## src/rtl/if_fetch_unit_pkg.sv

```systemverilog
// Shared types and default constants for the instruction-fetch stage.
// Fetch FSM encoding plus the reset PC and bubble instruction encoding.
package if_fetch_unit_pkg;

  localparam logic [31:0] RESET_PC_DEF = 32'h0000_0000;
  localparam logic [31:0] NOP_INST_DEF = 32'h0000_0013;  // addi x0,x0,0

  typedef enum logic [1:0] {
    FETCH_ISSUE = 2'd0,
    FETCH_WAIT  = 2'd1,
    FETCH_DROP  = 2'd2
  } fetch_state_t;

endpackage

```

## src/rtl/if_fetch_unit_if_id_reg.sv

```systemverilog
// IF/ID pipeline register: load a real instruction, hold, or squash to a bubble.
// Latency 1 cycle; bubble and sync reset win over load, neither asserted means hold.
module if_id_reg
  import if_fetch_unit_pkg::*;
#(
  parameter int                    PC_WIDTH   = 32,
  parameter int                    INST_WIDTH = 32,
  parameter logic [INST_WIDTH-1:0] NOP_INST   = NOP_INST_DEF
) (
  input  logic                  clk,
  input  logic                  reset,
  input  logic                  load,
  input  logic                  bubble,
  input  logic [PC_WIDTH-1:0]   d_pc,
  input  logic [INST_WIDTH-1:0] d_inst,
  output logic [PC_WIDTH-1:0]   pc,
  output logic [INST_WIDTH-1:0] inst,
  output logic                  valid
);

  always_ff @(posedge clk) begin
    if (reset || bubble) begin
      pc    <= '0;
      inst  <= NOP_INST;
      valid <= 1'b0;
    end else if (load) begin
      pc    <= d_pc;
      inst  <= d_inst;
      valid <= 1'b1;
    end
  end

endmodule

```

## src/rtl/if_fetch_unit.sv

```systemverilog
// Instruction fetch: owns the PC, one outstanding IMEM fetch, 1-entry skid buffer, IF/ID register.
// Latency req->IF/ID 2 cycles at zero wait; stall holds PC and IF/ID and parks a landing response.
module if_fetch_unit
  import if_fetch_unit_pkg::*;
#(
  parameter int                        PC_WIDTH       = 32,
  parameter int                        INST_WIDTH     = 32,
  parameter int                        REG_ADDR_WIDTH = 5,
  parameter logic [PC_WIDTH-1:0]       RESET_PC       = RESET_PC_DEF,
  parameter logic [INST_WIDTH-1:0]     NOP_INST       = NOP_INST_DEF
) (
  input  logic                      clk,
  input  logic                      reset,
  input  logic                      stall,
  input  logic                      pc_sel,
  input  logic [PC_WIDTH-1:0]       pc_imm,
  output logic                      imem_req,
  output logic [PC_WIDTH-1:0]       imem_addr,
  input  logic                      imem_gnt,
  input  logic                      imem_rvalid,
  input  logic [INST_WIDTH-1:0]     imem_rdata,
  output logic [PC_WIDTH-1:0]       IF_ID_pc,
  output logic [INST_WIDTH-1:0]     IF_ID_inst,
  output logic [REG_ADDR_WIDTH-1:0] IF_ID_rs1,
  output logic [REG_ADDR_WIDTH-1:0] IF_ID_rs2,
  output logic                      IF_ID_valid
);

  fetch_state_t          state;
  logic [PC_WIDTH-1:0]   pc_q;
  logic [PC_WIDTH-1:0]   req_pc_q;
  logic                  buf_valid;
  logic [PC_WIDTH-1:0]   buf_pc;
  logic [INST_WIDTH-1:0] buf_inst;

  logic redirect;
  logic accept;
  logic resp;
  logic id_load;
  logic id_bubble;

  // A redirect under stall is ignored; decode will present it again.
  assign redirect  = pc_sel && !stall;
  assign imem_req  = !reset && (state == FETCH_ISSUE) && !stall && !buf_valid && !redirect;
  assign imem_addr = pc_q;
  assign accept    = imem_req && imem_gnt;
  assign resp      = (state == FETCH_WAIT) && imem_rvalid;

  assign id_load   = !stall && !redirect && (buf_valid || resp);
  assign id_bubble = !stall && (redirect || !(buf_valid || resp));

  always_ff @(posedge clk) begin
    if (reset) begin
      state     <= FETCH_ISSUE;
      pc_q      <= RESET_PC;
      req_pc_q  <= '0;
      buf_valid <= 1'b0;
      buf_pc    <= '0;
      buf_inst  <= NOP_INST;
    end else begin
      if (redirect) begin
        pc_q <= pc_imm;
      end else if (accept) begin
        req_pc_q <= pc_q;
        pc_q     <= pc_q + PC_WIDTH'(4);
      end

      case (state)
        FETCH_ISSUE: if (accept) state <= FETCH_WAIT;
        FETCH_WAIT: begin
          if (imem_rvalid)   state <= FETCH_ISSUE;
          else if (redirect) state <= FETCH_DROP;
        end
        FETCH_DROP:  if (imem_rvalid) state <= FETCH_ISSUE;
        default:     state <= FETCH_ISSUE;
      endcase

      if (redirect) begin
        buf_valid <= 1'b0;
      end else if (resp && stall) begin
        buf_valid <= 1'b1;
        buf_pc    <= req_pc_q;
        buf_inst  <= imem_rdata;
      end else if (buf_valid && !stall) begin
        buf_valid <= 1'b0;
      end
    end
  end

  if_id_reg #(
    .PC_WIDTH  (PC_WIDTH),
    .INST_WIDTH(INST_WIDTH),
    .NOP_INST  (NOP_INST)
  ) u_if_id_reg (
    .clk   (clk),
    .reset (reset),
    .load  (id_load),
    .bubble(id_bubble),
    .d_pc  (buf_valid ? buf_pc : req_pc_q),
    .d_inst(buf_valid ? buf_inst : imem_rdata),
    .pc    (IF_ID_pc),
    .inst  (IF_ID_inst),
    .valid (IF_ID_valid)
  );

  assign IF_ID_rs1 = IF_ID_inst[15 +: REG_ADDR_WIDTH];
  assign IF_ID_rs2 = IF_ID_inst[20 +: REG_ADDR_WIDTH];

endmodule

```

## config.mk

```make
export PLATFORM = sky130hd
export DESIGN_NAME = if_fetch_unit
export DESIGN_NICKNAME = d
export VERILOG_FILES = /design/src/rtl/if_fetch_unit_pkg.sv /design/src/rtl/if_fetch_unit_if_id_reg.sv /design/src/rtl/if_fetch_unit.sv
export SDC_FILE = /design/constraint.sdc
export NUM_CORES = 1
export LEC_CHECK = 0
export ABC_AREA = 0
export BUFFER_PORTS_ARGS = -buffer_cell sky130_fd_sc_hd__buf_2
export CORE_MARGIN = 3
export CORE_UTILIZATION = 55
export DETAILED_ROUTE_END_ITERATION = 7
export PLACE_DENSITY = 0.8
export SETUP_SLACK_MARGIN = 0.02
export SLEW_MARGIN = 10
export SYNTH_ARGS = -nofsm -noshare
export SYNTH_HDL_FRONTEND = slang
export SYNTH_HIERARCHICAL = 1
export SYNTH_SLANG_ARGS = --single-unit
```

## constraint.sdc

```tcl
create_clock -name clk -period 2.6 [get_ports clk]
set_clock_uncertainty 0.2 [all_clocks]
set_input_delay 0.39 -clock clk [delete_from_list [all_inputs] [get_ports clk]]
set_output_delay 0.39 -clock clk [all_outputs]
set_load 0.005 [all_outputs]
```

==> results.py <==
metrics = {
    "clocking": {
        "postCtsSetupRepairBufs": 0,
        "cts_buffers": 17,
        "post_cts_resized": 0,
        "clk_pin_slew_ns": 0.07,
        "cts_tree": "done",
        "cts_root_buffer": "clkbuf_16",
        "h-tree-depth": 4,
        "cts_hold_buf": 20,
        "clock_latency_ns": 0.43,
        "cts.sinks": 196,
        "cts_max_path_buffers": 2,
    },
    "global_route": {
        "grt_usage_pct": 25.5,
        "antenna_found_initial": 2,
        "grt_pass1_vias": 6950,
        "grt-ovfl-total": 0,
        "grt_pass1_wl_mm": 34.5,
        "grt_max_degree": 134,
    },
    "floorplanning": {
        "die_y_um": 130,
        "initial_core_util_pct": 57.2,
        "fp.coreArea_um2": 14800,
        "die_area_um2": 16900,
        "pin_count": 178,
        "die_w_um": 130,
        "row_count": 44,
    },
    "finish": {
        "final_cell_area_um2": 10300,
        "area_growth_pct": 21.4,
        "final_layout_size_suffix_gt1_share_pct": 27.1,
        "fin_nets": 1203,
        "mostFrequentLayoutCells": "nand2_1, dfxtp_1, buf_2",
        "post-route-util_pct": 69.4,
        "layout_commonest_cell": "nand2_1",
    },
    "worst_setup_path": {
        "worstPathMaxFanout": 24,
        "critPathKind": "reg2reg",
        "crit_arrival_ns": 2.43,
        "cp-end-kind": "flop",
        "start_kind": "flop",
        "critPathRequiredTime_ns": 2.75,
    },
    "route": {
        "drtAntennaViolNets": 0,
        "dr.pass1.iters": 5,
        "drc": 0,
        "drt_iter0_markers": 640,
        "routedWlPerCell_um": 16.4,
        "via_per_inst": 5.59,
        "totalWireLength_mm": 21.8,
        "dr_total_vias": 7434,
    },
    "placement": {
        "place_area_um2": 9400,
        "dp_hpwl_mm": 13.7,
        "place.gp.congestion": 0.865,
        "io_buffers": 177,
        "dp_slack_ns": 0.329,
    },
    "power": {
        "leakagePower_nw": 3.98,
        "power_density_nw_per_um2": 621,
        "peakVddDrop_mv": 0.455,
    },
    "flow_run": {
        "drv_cap": 0,
    },
    "sta": {
        "worst_slew_pin_slew_ns": 0.933,
        "period_share_pct": 87.5,
        "slew_headroom_pct": 37.8,
        "min_period_ns": 2.28,
        "hold_viol": 0,
        "maxSlewViolCount": 0,
        "setup_slack_ns": 0.325,
        "setup_viol": 0,
        "fmax_ghz": 0.439,
        "rsz0062_at_grt": "false",
        "fin_hold_ws_ns": 0.0185,
        "setup_tns_ns": 0,
    },
    "worst_hold_path": {
        "hold_path.class": "in2reg",
    },
    "synth": {
        "ys_seq_elements": 196,
        "synth_edf_count": 0,
        "avgSynthCellArea_um2": 8.68,
        "synth_ff_type": "dfxtp_1",
        "yosysSeqAreaShare_pct": 46.3,
        "synthCells": 976,
        "syn_nets": 1047,
        "async_flop_share_pct": 0,
        "yosysWarnings": 6,
        "netlist-cell-type-count": 49,
        "netlist_area_um2": 8470,
    },
    "outcome": {
        "outcome": "finished clean",
    },
}
-- power by group --
group          switching [mW]  total (mW)  leakage [nW]  internal (mW)
clock network            1.13        2.95         0.329           1.82
logic                   0.196       0.360          2.07          0.164
registers              0.0441        3.08          1.58           3.03
-- routing by layer --
| metal | vias to the layer above | share of wire [%] | wire (µm) | GRT usage, % |
|---|---|---|---|---|
| met5 | - | 0.050 | 11 | 0 |
| met4 | 2 | 3.5 | 757 | 12.0 |
| met3 | 63 | 5.6 | 1230 | 4.26 |
| met2 | 282 | 48 | 10400 | 41.5 |
| met1 | 3452 | 43 | 9430 | 33.2 |
| li1 | 3635 | - | - | - |
-- synth_stat cells (all sizes together), types with 2 or more instances --
master / instances / area [µm²]
mux2: 64 / 721
nand3b: 5 / 37.5
or4: 2 / 15.0
and4: 2 / 22.5
nand3: 18 / 95.1
nor3: 11 / 55.1
a22oi: 2 / 15.0
a31oi: 13 / 81.3
a2bb2oi: 4 / 35.0
o21ai: 8 / 40.0
nor2b: 3 / 18.8
a21oi: 124 / 621
and2: 4 / 25.0
nand4: 18 / 128
mux2i: 64 / 641
xnor2: 2 / 17.5
nor4: 2 / 33.8
buf: 42 / 302
o22ai: 7 / 43.8
xor2: 6 / 52.6
o211ai: 5 / 37.5
clkbuf: 41 / 155
and3: 12 / 75.1
o21bai: 2 / 15.0
or3: 4 / 25.0
nor2: 84 / 315
or2: 2 / 12.5
dfxtp: 196 / 3920
inv: 4 / 15.0
nand2: 215 / 807
-- through the flow --
step / cells / power, mW
after global routing: 1330 / 6.57
after detailed placement: 1277 / 3.47
after CTS: 1329 / 6.42
after global placement: 1277 / 3.47
final: 1330 / 6.39
after floorplan: 976 / 3.32
-- path summary, 6_finish.rpt --
path	startpoint	end	slack (ns)	depth (start not counted)
worst max-delay path	buf_valid	imem_addr[5]	0.32	6
worst min-delay path	imem_rdata[6]	buf_inst[6]	0.02	3
worst max register to register	buf_valid	imem_addr[5]	0.32	6
worst min register to register	buf_pc[5]	buf_pc[5]	0.25	2
-- state kept, by name (all words and copies together), names as in the netlist --
signal             cells
imem_addr             32
u_if_id_reg/valid      1
buf_pc                32
req_pc_q              32
u_if_id_reg/pc        32
u_if_id_reg/inst      32
buf_inst              32
buf_valid              1
state                  2
-- critical path, stage by stage, from the launching register on --
cell and delay, ns:
dfxtp_4 0.35, nor4_2 0.40, nand3_2 0.40, buf_4 0.37
nor3_1 0.27, a21oi_1 0.06, a21oi_1 0.14
-- layout make-up --
cell class,instances,area [µm²]
clock inverter,11,198
clock buffer,21,480
antenna,1,2.50
multi-input combinational,693,4090
tap,184,230
timing repair buffer,220,1340
fill,1157,4530
inverter,4,15.0
sequential,196,3930
-- logic make-up (layout without fill, tap and decap cells) --
group	Yosys count	count (layout)	synth area share, %
XOR/XNOR	8	8	0.828
AO/OA/AOI/OAI	171	171	11.1
AND/OR/NAND/NOR	385	385	19.9
adder cells (fa/ha/maj)	1	1	0.148
flip-flops	196	196	46.3
buffers and inverters	87	256	5.57
multiplexers	128	128	16.1
other	0	1	0
No activity file was read; power rests on OpenSTA's default activity.
